[src/rtl/order_tx_encoder.sv]
// rtl/order_tx_encoder.sv - decision FIFO plus 18-byte order frame serializer
//
// Buffers single-cycle trading decisions and emits each one as an 18-byte
// frame: type, order_id (8B), price (4B), volume (4B), all MSB first, then an
// XOR checksum of the 17 preceding bytes.
//
// Ports:
//   clk, rst                 rising-edge clock, synchronous active-high reset
//   decision_valid           one-cycle pulse, decision fields valid
//   decision_type            side byte, passed through unchecked
//   d_order_id/d_price/d_volume  decision fields, captured on push
//   tx_data/tx_valid/tx_ready    outbound byte stream with handshake
//   busy                     high while a frame is being sent
//   fifo_level               queued entries, excluding the frame in flight
//   drop_count               saturating count of decisions lost to a full FIFO
module order_tx_encoder #(
  parameter int FIFO_DEPTH = 4,
  parameter int CNT_W      = 16
) (
  input  logic                               clk,
  input  logic                               rst,
  input  logic                               decision_valid,
  input  logic [7:0]                         decision_type,
  input  logic [63:0]                        d_order_id,
  input  logic [31:0]                        d_price,
  input  logic [31:0]                        d_volume,
  output logic [7:0]                         tx_data,
  output logic                               tx_valid,
  input  logic                               tx_ready,
  output logic                               busy,
  output logic [$clog2(FIFO_DEPTH+1)-1:0]    fifo_level,
  output logic [CNT_W-1:0]                   drop_count
);

  localparam int LW = $clog2(FIFO_DEPTH + 1);
  localparam int PW = $clog2(FIFO_DEPTH);
  localparam logic [LW-1:0] FULL_LVL = LW'(FIFO_DEPTH);
  localparam logic [4:0] LAST_IDX = 5'd17;
  // Handshake on this index makes the checksum the next byte on the wire.
  localparam logic [4:0] CSUM_IDX = 5'd16;

  typedef enum logic {IDLE, SEND} state_t;

  state_t        state;
  logic [135:0]  mem [FIFO_DEPTH];
  logic [PW-1:0] wr_ptr;
  logic [PW-1:0] rd_ptr;
  logic [135:0]  frame_sr;
  logic [4:0]    idx;
  logic [7:0]    csum;
  logic          pop;
  logic          push;

  // The serializer only pulls a new entry while idle, so a full FIFO can
  // still take a push in the same cycle the head leaves for the frame.
  assign pop  = (state == IDLE) && (fifo_level != '0);
  assign push = decision_valid && ((fifo_level != FULL_LVL) || pop);

  always_ff @(posedge clk) begin
    if (rst) begin
      wr_ptr     <= '0;
      rd_ptr     <= '0;
      fifo_level <= '0;
      drop_count <= '0;
    end else begin
      if (push) begin
        mem[wr_ptr] <= {decision_type, d_order_id, d_price, d_volume};
        wr_ptr      <= wr_ptr + 1'b1;
      end
      if (pop) begin
        rd_ptr <= rd_ptr + 1'b1;
      end
      case ({push, pop})
        2'b10:   fifo_level <= fifo_level + 1'b1;
        2'b01:   fifo_level <= fifo_level - 1'b1;
        default: ;
      endcase
      if (decision_valid && !push && (drop_count != '1)) begin
        drop_count <= drop_count + 1'b1;
      end
    end
  end

  always_ff @(posedge clk) begin
    if (rst) begin
      state    <= IDLE;
      tx_valid <= 1'b0;
      tx_data  <= '0;
      busy     <= 1'b0;
      idx      <= '0;
      csum     <= '0;
      frame_sr <= '0;
    end else begin
      case (state)
        IDLE: begin
          if (pop) begin
            // Byte 0 goes straight to tx_data; frame_sr keeps it at the top
            // so the next byte is always frame_sr[127:120].
            frame_sr <= mem[rd_ptr];
            tx_data  <= mem[rd_ptr][135:128];
            tx_valid <= 1'b1;
            busy     <= 1'b1;
            idx      <= '0;
            csum     <= '0;
            state    <= SEND;
          end
        end
        SEND: begin
          // tx_valid is held high throughout SEND, so tx_ready alone marks
          // a handshake; without one every output holds.
          if (tx_ready) begin
            csum <= csum ^ tx_data;
            if (idx == LAST_IDX) begin
              tx_valid <= 1'b0;
              busy     <= 1'b0;
              state    <= IDLE;
            end else begin
              idx      <= idx + 1'b1;
              frame_sr <= {frame_sr[127:0], 8'h00};
              tx_data  <= (idx == CSUM_IDX) ? (csum ^ tx_data) : frame_sr[127:120];
            end
          end
        end
        default: state <= IDLE;
      endcase
    end
  end

endmodule

[config.mk]
export PLATFORM = sky130hd
export DESIGN_NAME = order_tx_encoder
export DESIGN_NICKNAME = d
export VERILOG_FILES = /design/src/rtl/order_tx_encoder.sv
export SDC_FILE = /design/constraint.sdc
export NUM_CORES = 1
export LEC_CHECK = 0
export BUFFER_PORTS_ARGS = -buffer_cell sky130_fd_sc_hd__buf_2
export CAP_MARGIN = 20
export CORE_UTILIZATION = 54
export DETAILED_ROUTE_END_ITERATION = 6
export GPL_ROUTABILITY_DRIVEN = 0
export PLACE_DENSITY = 0.75
export RECOVER_POWER = 100
export SYNTH_ARGS = -nofsm -noshare
export SYNTH_HDL_FRONTEND = slang
export SYNTH_SLANG_ARGS = --single-unit
export TNS_END_PERCENT = 100
[constraint.sdc]
create_clock -name clk -period 5.2 [get_ports clk]
set_input_delay 1.04 -clock clk [delete_from_list [all_inputs] [get_ports clk]]
set_output_delay 1.04 -clock clk [all_outputs]
set_load 0.05 [all_outputs]
Word-level counts from Yosys, hierarchy flattened
Memory sizes are Yosys's and may differ from the RTL's. A register that Yosys moved wholly into a read port is not among the register bits.
Index checks and enable logic that the tools add are counted.
{ "classes": {"addsub": 6, "multipliers": 0, "mux": 30, "n_reduce_logical": 11, "n_bitwise": 2, "shift": 0, "div_mod_pow": 0, "order_cmp": 0, "n_eq_ne": 10} }
{ "op_table": {"columns": ["cell", "count"], "rows": [
  ["$mux W128", 3],
  ["$pmux W128 S2", 1],
  ["$mux W8", 6],
  ["$pmux W8 S2", 2],
  ["$add A16 B1 Y16 const B", 1],
  ["$ne A16 B16 Y1 const B", 1],
  ["$mux W5", 3],
  ["$eq A5 B5 Y1 const B", 2],
  ["$pmux W5 S2", 1],
  ["$mux W1", 9],
  ["$xor A8 B8 Y8", 1],
  ["$ne A2 B2 Y1 const B", 3],
  ["$pmux W3 S2", 1],
  ["$reduce_and A3 Y1", 2],
  ["$add A5 B1 Y5 const B", 1],
  ["$add A2 B1 Y2 const B", 2],
  ["$logic_and A1 B1 Y1", 4],
  ["$mux W2", 2],
  ["$pmux W1 S2", 2],
  ["$add A3 B1 Y3 const B", 1],
  ["$ne A3 B3 Y1 const B", 1],
  ["$reduce_bool A3 Y1", 1],
  ["$sub A3 B1 Y3 const B", 1],
  ["$eq A2 B1 Y1 const B", 1],
  ["7 further kinds", 7]
]} }
{ "word_totals": {"latch_bits": 0, "wordCells": 70, "mem_count": 1, "ff_bits": 174, "out_inout_bits": 29, "in_bits": 140, "romBits": 0, "ram_bits": 544} }
{ "memory_table": {"columns": ["memory", "depth", "word_bits", "rd", "rd_ports_with_merged_regs", "wr", "line_no", "text"], "rows": [
  ["mem", 4, 136, 1, 1, 1, "45", "logic [135:0] mem [FIFO_DEPTH];"]
]} }

Depth between registers and ports, before layout
{ "depth": {"word_depth": 7, "ltp_mapped": 9, "ltp_nobuf": 7} }

Least setup slack after synthesis
No wires, ideal clock.
{ "synth_path": {"kind": "in2reg", "startpoint": "in rst", "endpoint": "mem mem[0][0] (enable)", "t_arrival_ns": 4.730, "cell_stages": 4, "setup_slack_ns": -0.042, "path_buffers": 2, "setup_time_ns": 0.512, "cell_sequence": "clkbuf_1 clkbuf_1 nor2_1 and2_1"} }
{ "synth_between": {"elab_chain_cells": 2} }
{ "synth_rtl": {"columns": ["item", "line_no", "text"], "rows": [
  ["from (decl)", "21", "input logic rst,"],
  ["$mux W1", "60", "if (rst) begin"],
  ["$mux W1 (implied by the code)", "67", "mem[wr_ptr] <= {decision_type, d_order_id, d_price, d_volume};"],
  ["to (decl)", "45", null]
]} }
Every way passes these cells.

Final worst setup path
{ "layout_path": {"startpoint": "reg state", "endpoint": "reg frame_sr[84]"} }
{ "layout_between": {"elab_chain_cells": 4, "elab_cells_between_ends": 7, "classes_between": "3 x eq/ne; 1 x mux; 1 x bitwise; 2 x reduce/logical"} }
{ "layout_rtl": {"columns": ["item", "line_no", "text"], "rows": [
  ["from (decl)", "44", "state_t state;"],
  ["from (signal assigned)", "86", "state <= IDLE;"],
  ["from (signal assigned)", "105", "state <= SEND;"],
  ["from (signal assigned)", "116", "state <= IDLE;"],
  ["$not A1 Y1", null, null],
  ["$logic_and A1 B1 Y1", "56", "assign pop = (state == IDLE) && (fifo_level != '0);"],
  ["$ne A2 B2 Y1 (no line)", null, null],
  ["$reduce_and A3 Y1 (no line)", null, null],
  ["to (signal assigned)", "99", "frame_sr <= mem[rd_ptr];"],
  ["to (signal assigned)", "119", "frame_sr <= {frame_sr[127:0], 8'h00};"],
  ["to (decl)", "48", "logic [135:0] frame_sr;"]
]} }
Several ways; a longest one is shown, not always the timed one.
A chain may end at the register's enable or synchronous reset.

==> qor.json <==
{
  "outcome": {
    "status": "finished with violations",
    "violations": "capacitance limit, slew limit"
  },
  "global_route": {
    "track_usage": 0.234,
    "grt_antenna_before_repair": 10,
    "grt_first_pass_wirelength_mm": 91.4,
    "first_global_vias": 16200,
    "grt_start_max_net_pins": 136,
    "gr-total-overflow": 0
  },
  "setup_path": {
    "arrival_ps": 4450,
    "end_kind": "flip-flop",
    "worstSetupStartpointType": "flip-flop",
    "critical_path_peak_fanout": 135,
    "worst-setup-path-type": "flip-flop to flip-flop",
    "worstPathRequired_ps": 5710
  },
  "finish": {
    "area_growth_syn_to_layout_pct": 13.5,
    "n_fill_cell": 3683,
    "number_of_nets_in_the_layout": 2134,
    "instances_no_fill": 2721,
    "drive_above_1_share": 0.0837
  },
  "die": {
    "floorplan.initialDensity": 0.548,
    "fp.dieW_um": 228,
    "io-pin-count": 169,
    "floorplan.die.height_um": 228,
    "rows": 82,
    "die_area_sq_mm": 0.0518,
    "core_region_area_sq_mm": 0.0502
  },
  "clocking": {
    "tritoncts.num_buffers": 72,
    "worst_setup_hold_path_clk_slew_ps": 60,
    "buffer_levels_on_the_longest_clock_path": 3,
    "cts.sinks": 720,
    "clk_latency_ps": 610,
    "ctsRootBufferMaster": "clkbuf_16",
    "cts_hold_repair.buffers": 0,
    "post_cts_resize_count": 0,
    "tritoncts": "built",
    "post-cts-setup-buffer-count": 0,
    "cts_max_level": 3
  },
  "sta": {
    "final_number_of_setup_violating_endpoints": 0,
    "setup_tns_ps": 0,
    "slew_headroom": -0.211,
    "layout_setup_ws_ps": 1260,
    "worstMarginPinSlew_ps": 1820,
    "finalMaxSlewViolations": 320,
    "hold_viol": 0,
    "timing.fmax_mhz": 254,
    "clock-skew-final_ps": 20.8,
    "timing.final.crit_period_ps": 3940,
    "rsz0062_at_grt": "false",
    "period_share": 0.758
  },
  "synthesis": {
    "syn-cell-area_sq_mm": 0.0275,
    "synth_cell_type_count": 51,
    "synth_fp_nets": 1990,
    "synth-edff-count": 544,
    "synthesis.instances": 1841,
    "synth.ff_latch_count": 720,
    "ys_dominant_reg_cell": "edfxtp_1",
    "synth_seq_area_share": 0.722,
    "synth_warnings": 0,
    "async_reset_ff_frac": 0,
    "avgSynthCellArea_sq_um": 14.9
  },
  "job": {
    "drv.max_cap_violation_count": 5
  },
  "routing": {
    "wirelength_mm": 60.4,
    "routed_via_density": 5.95,
    "drtIter0Drc": 1019,
    "num_vias": 16200,
    "final_antenna_net_count": 0,
    "firstDrtPassIters": 5,
    "drt-wirelength-per-cell_um": 22.2,
    "drcViolationCount": 0
  },
  "place": {
    "placement.io_buffers": 168,
    "pre_cts_slack_ps": 1870,
    "dp_cells": 2583,
    "dp_hpwl_mm": 35.4
  },
  "power_and_ir_drop": {
    "max-vdd-ir-drop_v": 0.000454,
    "power_density_mw_per_mm2": 534,
    "cellLeakagePower_nw": 9.63
  },
  "min_path": {
    "hold_path.class": "flip-flop to flip-flop"
  }
}
==> sequential cells by signal (all words and copies together) (netlist names), named ones only <==
name and flops:
mem 544, frame_sr 128, drop_count 16, csum 8
tx_data 8, idx 5, fifo_level 3, rd_ptr 2
wr_ptr 2, busy 1, state 1
==> layout make-up <==
class,count,area (sq um),share of cell area
clock buffers,105,2110,0.0677
clock inverters,28,302,0.00966
diodes,5,12.5,0.000401
flip-flops and latches,720,19900,0.637
well taps,672,841,0.0269
repair buffers,198,1000,0.0320
multi-input cells,980,7030,0.225
inverters,13,48.8,0.00156
==> critical path, cell delays in order (launching register included) <==
cell and delay [ps]:
dfxtp_4 810, inv_1 240, a2bb2oi_1 760, clkbuf_4 1400, a211oi_1 230, nor3_1 290
==> cell usage after synthesis, types with 2 or more instances <==
| master | number | share of area |
|---|---|---|
| o21ai_1 | 5 | 0.00091 |
| o22ai_1 | 121 | 0.028 |
| o211ai_1 | 8 | 0.0022 |
| buf_4 | 7 | 0.0019 |
| nand3b_1 | 8 | 0.0022 |
| and4_1 | 2 | 0.00064 |
| nand4_1 | 7 | 0.0016 |
| buf_2 | 55 | 0.010 |
| mux4_2 | 16 | 0.013 |
| inv_1 | 13 | 0.0018 |
| a211oi_1 | 121 | 0.033 |
| nor2b_1 | 4 | 0.00091 |
| a21oi_1 | 23 | 0.0042 |
| nand3_1 | 9 | 0.0016 |
| buf_1 | 6 | 0.00082 |
| nor3_1 | 123 | 0.022 |
| clkbuf_1 | 60 | 0.0082 |
| nand2_1 | 31 | 0.0042 |
| mux2_2 | 6 | 0.0025 |
| nor2_1 | 156 | 0.021 |
| nand2b_1 | 2 | 0.00045 |
| o41ai_1 | 2 | 0.00064 |
| dfxtp_1 | 176 | 0.13 |
| xnor2_1 | 11 | 0.0035 |
| edfxtp_1 | 544 | 0.59 |
| nor4_1 | 4 | 0.00091 |
| ha_1 | 8 | 0.0036 |
| or3_1 | 8 | 0.0018 |
| or4_1 | 6 | 0.0016 |
| a31oi_1 | 8 | 0.0018 |
| a22oi_1 | 9 | 0.0025 |
| o21ai_0 | 11 | 0.0020 |
| and2_1 | 6 | 0.0014 |
| mux2i_1 | 241 | 0.088 |
| o31ai_1 | 8 | 0.0022 |
==> where the power goes <==
part           total (mW)  switching (mW)  leakage [nW]  internal (mW)
Clock                5.21            2.12          1.16           3.09
Sequential           7.29           0.482          6.39           6.81
Combinational        4.15            2.70          2.07           1.45
Total                16.7            5.31          9.63           11.3
==> layout by cell type (no fill, tap or decap), drive strengths merged, types with 9 or more instances in the layout <==
master,count
clkbuf,274
a211oi,121
dfxtp,176
buf,29
mux2i,241
or3,9
nand2,31
a21oi,23
inv,14
clkinv,17
nor2,156
xnor2,11
mux4,16
o21ai,16
nand3,9
nor3,123
o22ai,121
edfxtp,544
a22oi,9
==> routing by layer <==
| metal | up-vias | wire length, um | global-route usage | part of all wire |
|---|---|---|---|---|
| met4 | 8 | 1100 | 0.0756 | 0.018 |
| met3 | 87 | 3580 | 0.0402 | 0.059 |
| li1 | 7477 | - | - | - |
| met2 | 482 | 31200 | 0.408 | 0.52 |
| met1 | 8125 | 24500 | 0.299 | 0.41 |
| met5 | - | 56 | 0 | 0.00093 |
==> path summary, 6_finish.rpt <==
path	startpoint	end	slack, ps	cells after the start
worst min-delay path	frame_sr[85]	frame_sr[85]	490	2
worst max register to register	state	frame_sr[84]	1260	5
worst min register to register	frame_sr[85]	frame_sr[85]	490	2
worst max-delay path	state	frame_sr[84]	1260	5
==> cell families after synthesis <==
logic type               after synthesis  share of synthesized area
XOR/XNOR                              12                    0.00382
buffers and inverters                141                     0.0227
flip-flops                           720                      0.722
multiplexers                         264                      0.104
AND/OR/NAND/NOR                      374                     0.0640
AO/OA/AOI/OAI                        321                     0.0792
adder cells (fa/ha/maj)                9                    0.00437
==> per-stage QoR <==
| step | area, sq um | total power, mW | util | hold WS, ps |
|---|---|---|---|---|
| after global placement | 29000 | 11.4 | 0.578 | 476 |
| after global routing | 31200 | 17.4 | 0.622 | 506 |
| after detailed placement | 29000 | 11.6 | 0.579 | 480 |
| final | 31200 | 16.7 | 0.622 | 490 |
| after CTS | 31500 | 16.8 | 0.627 | 492 |
| after floorplan | 27500 | 10.3 | - | 464 |
No activity file was read; power rests on OpenSTA's default activity.
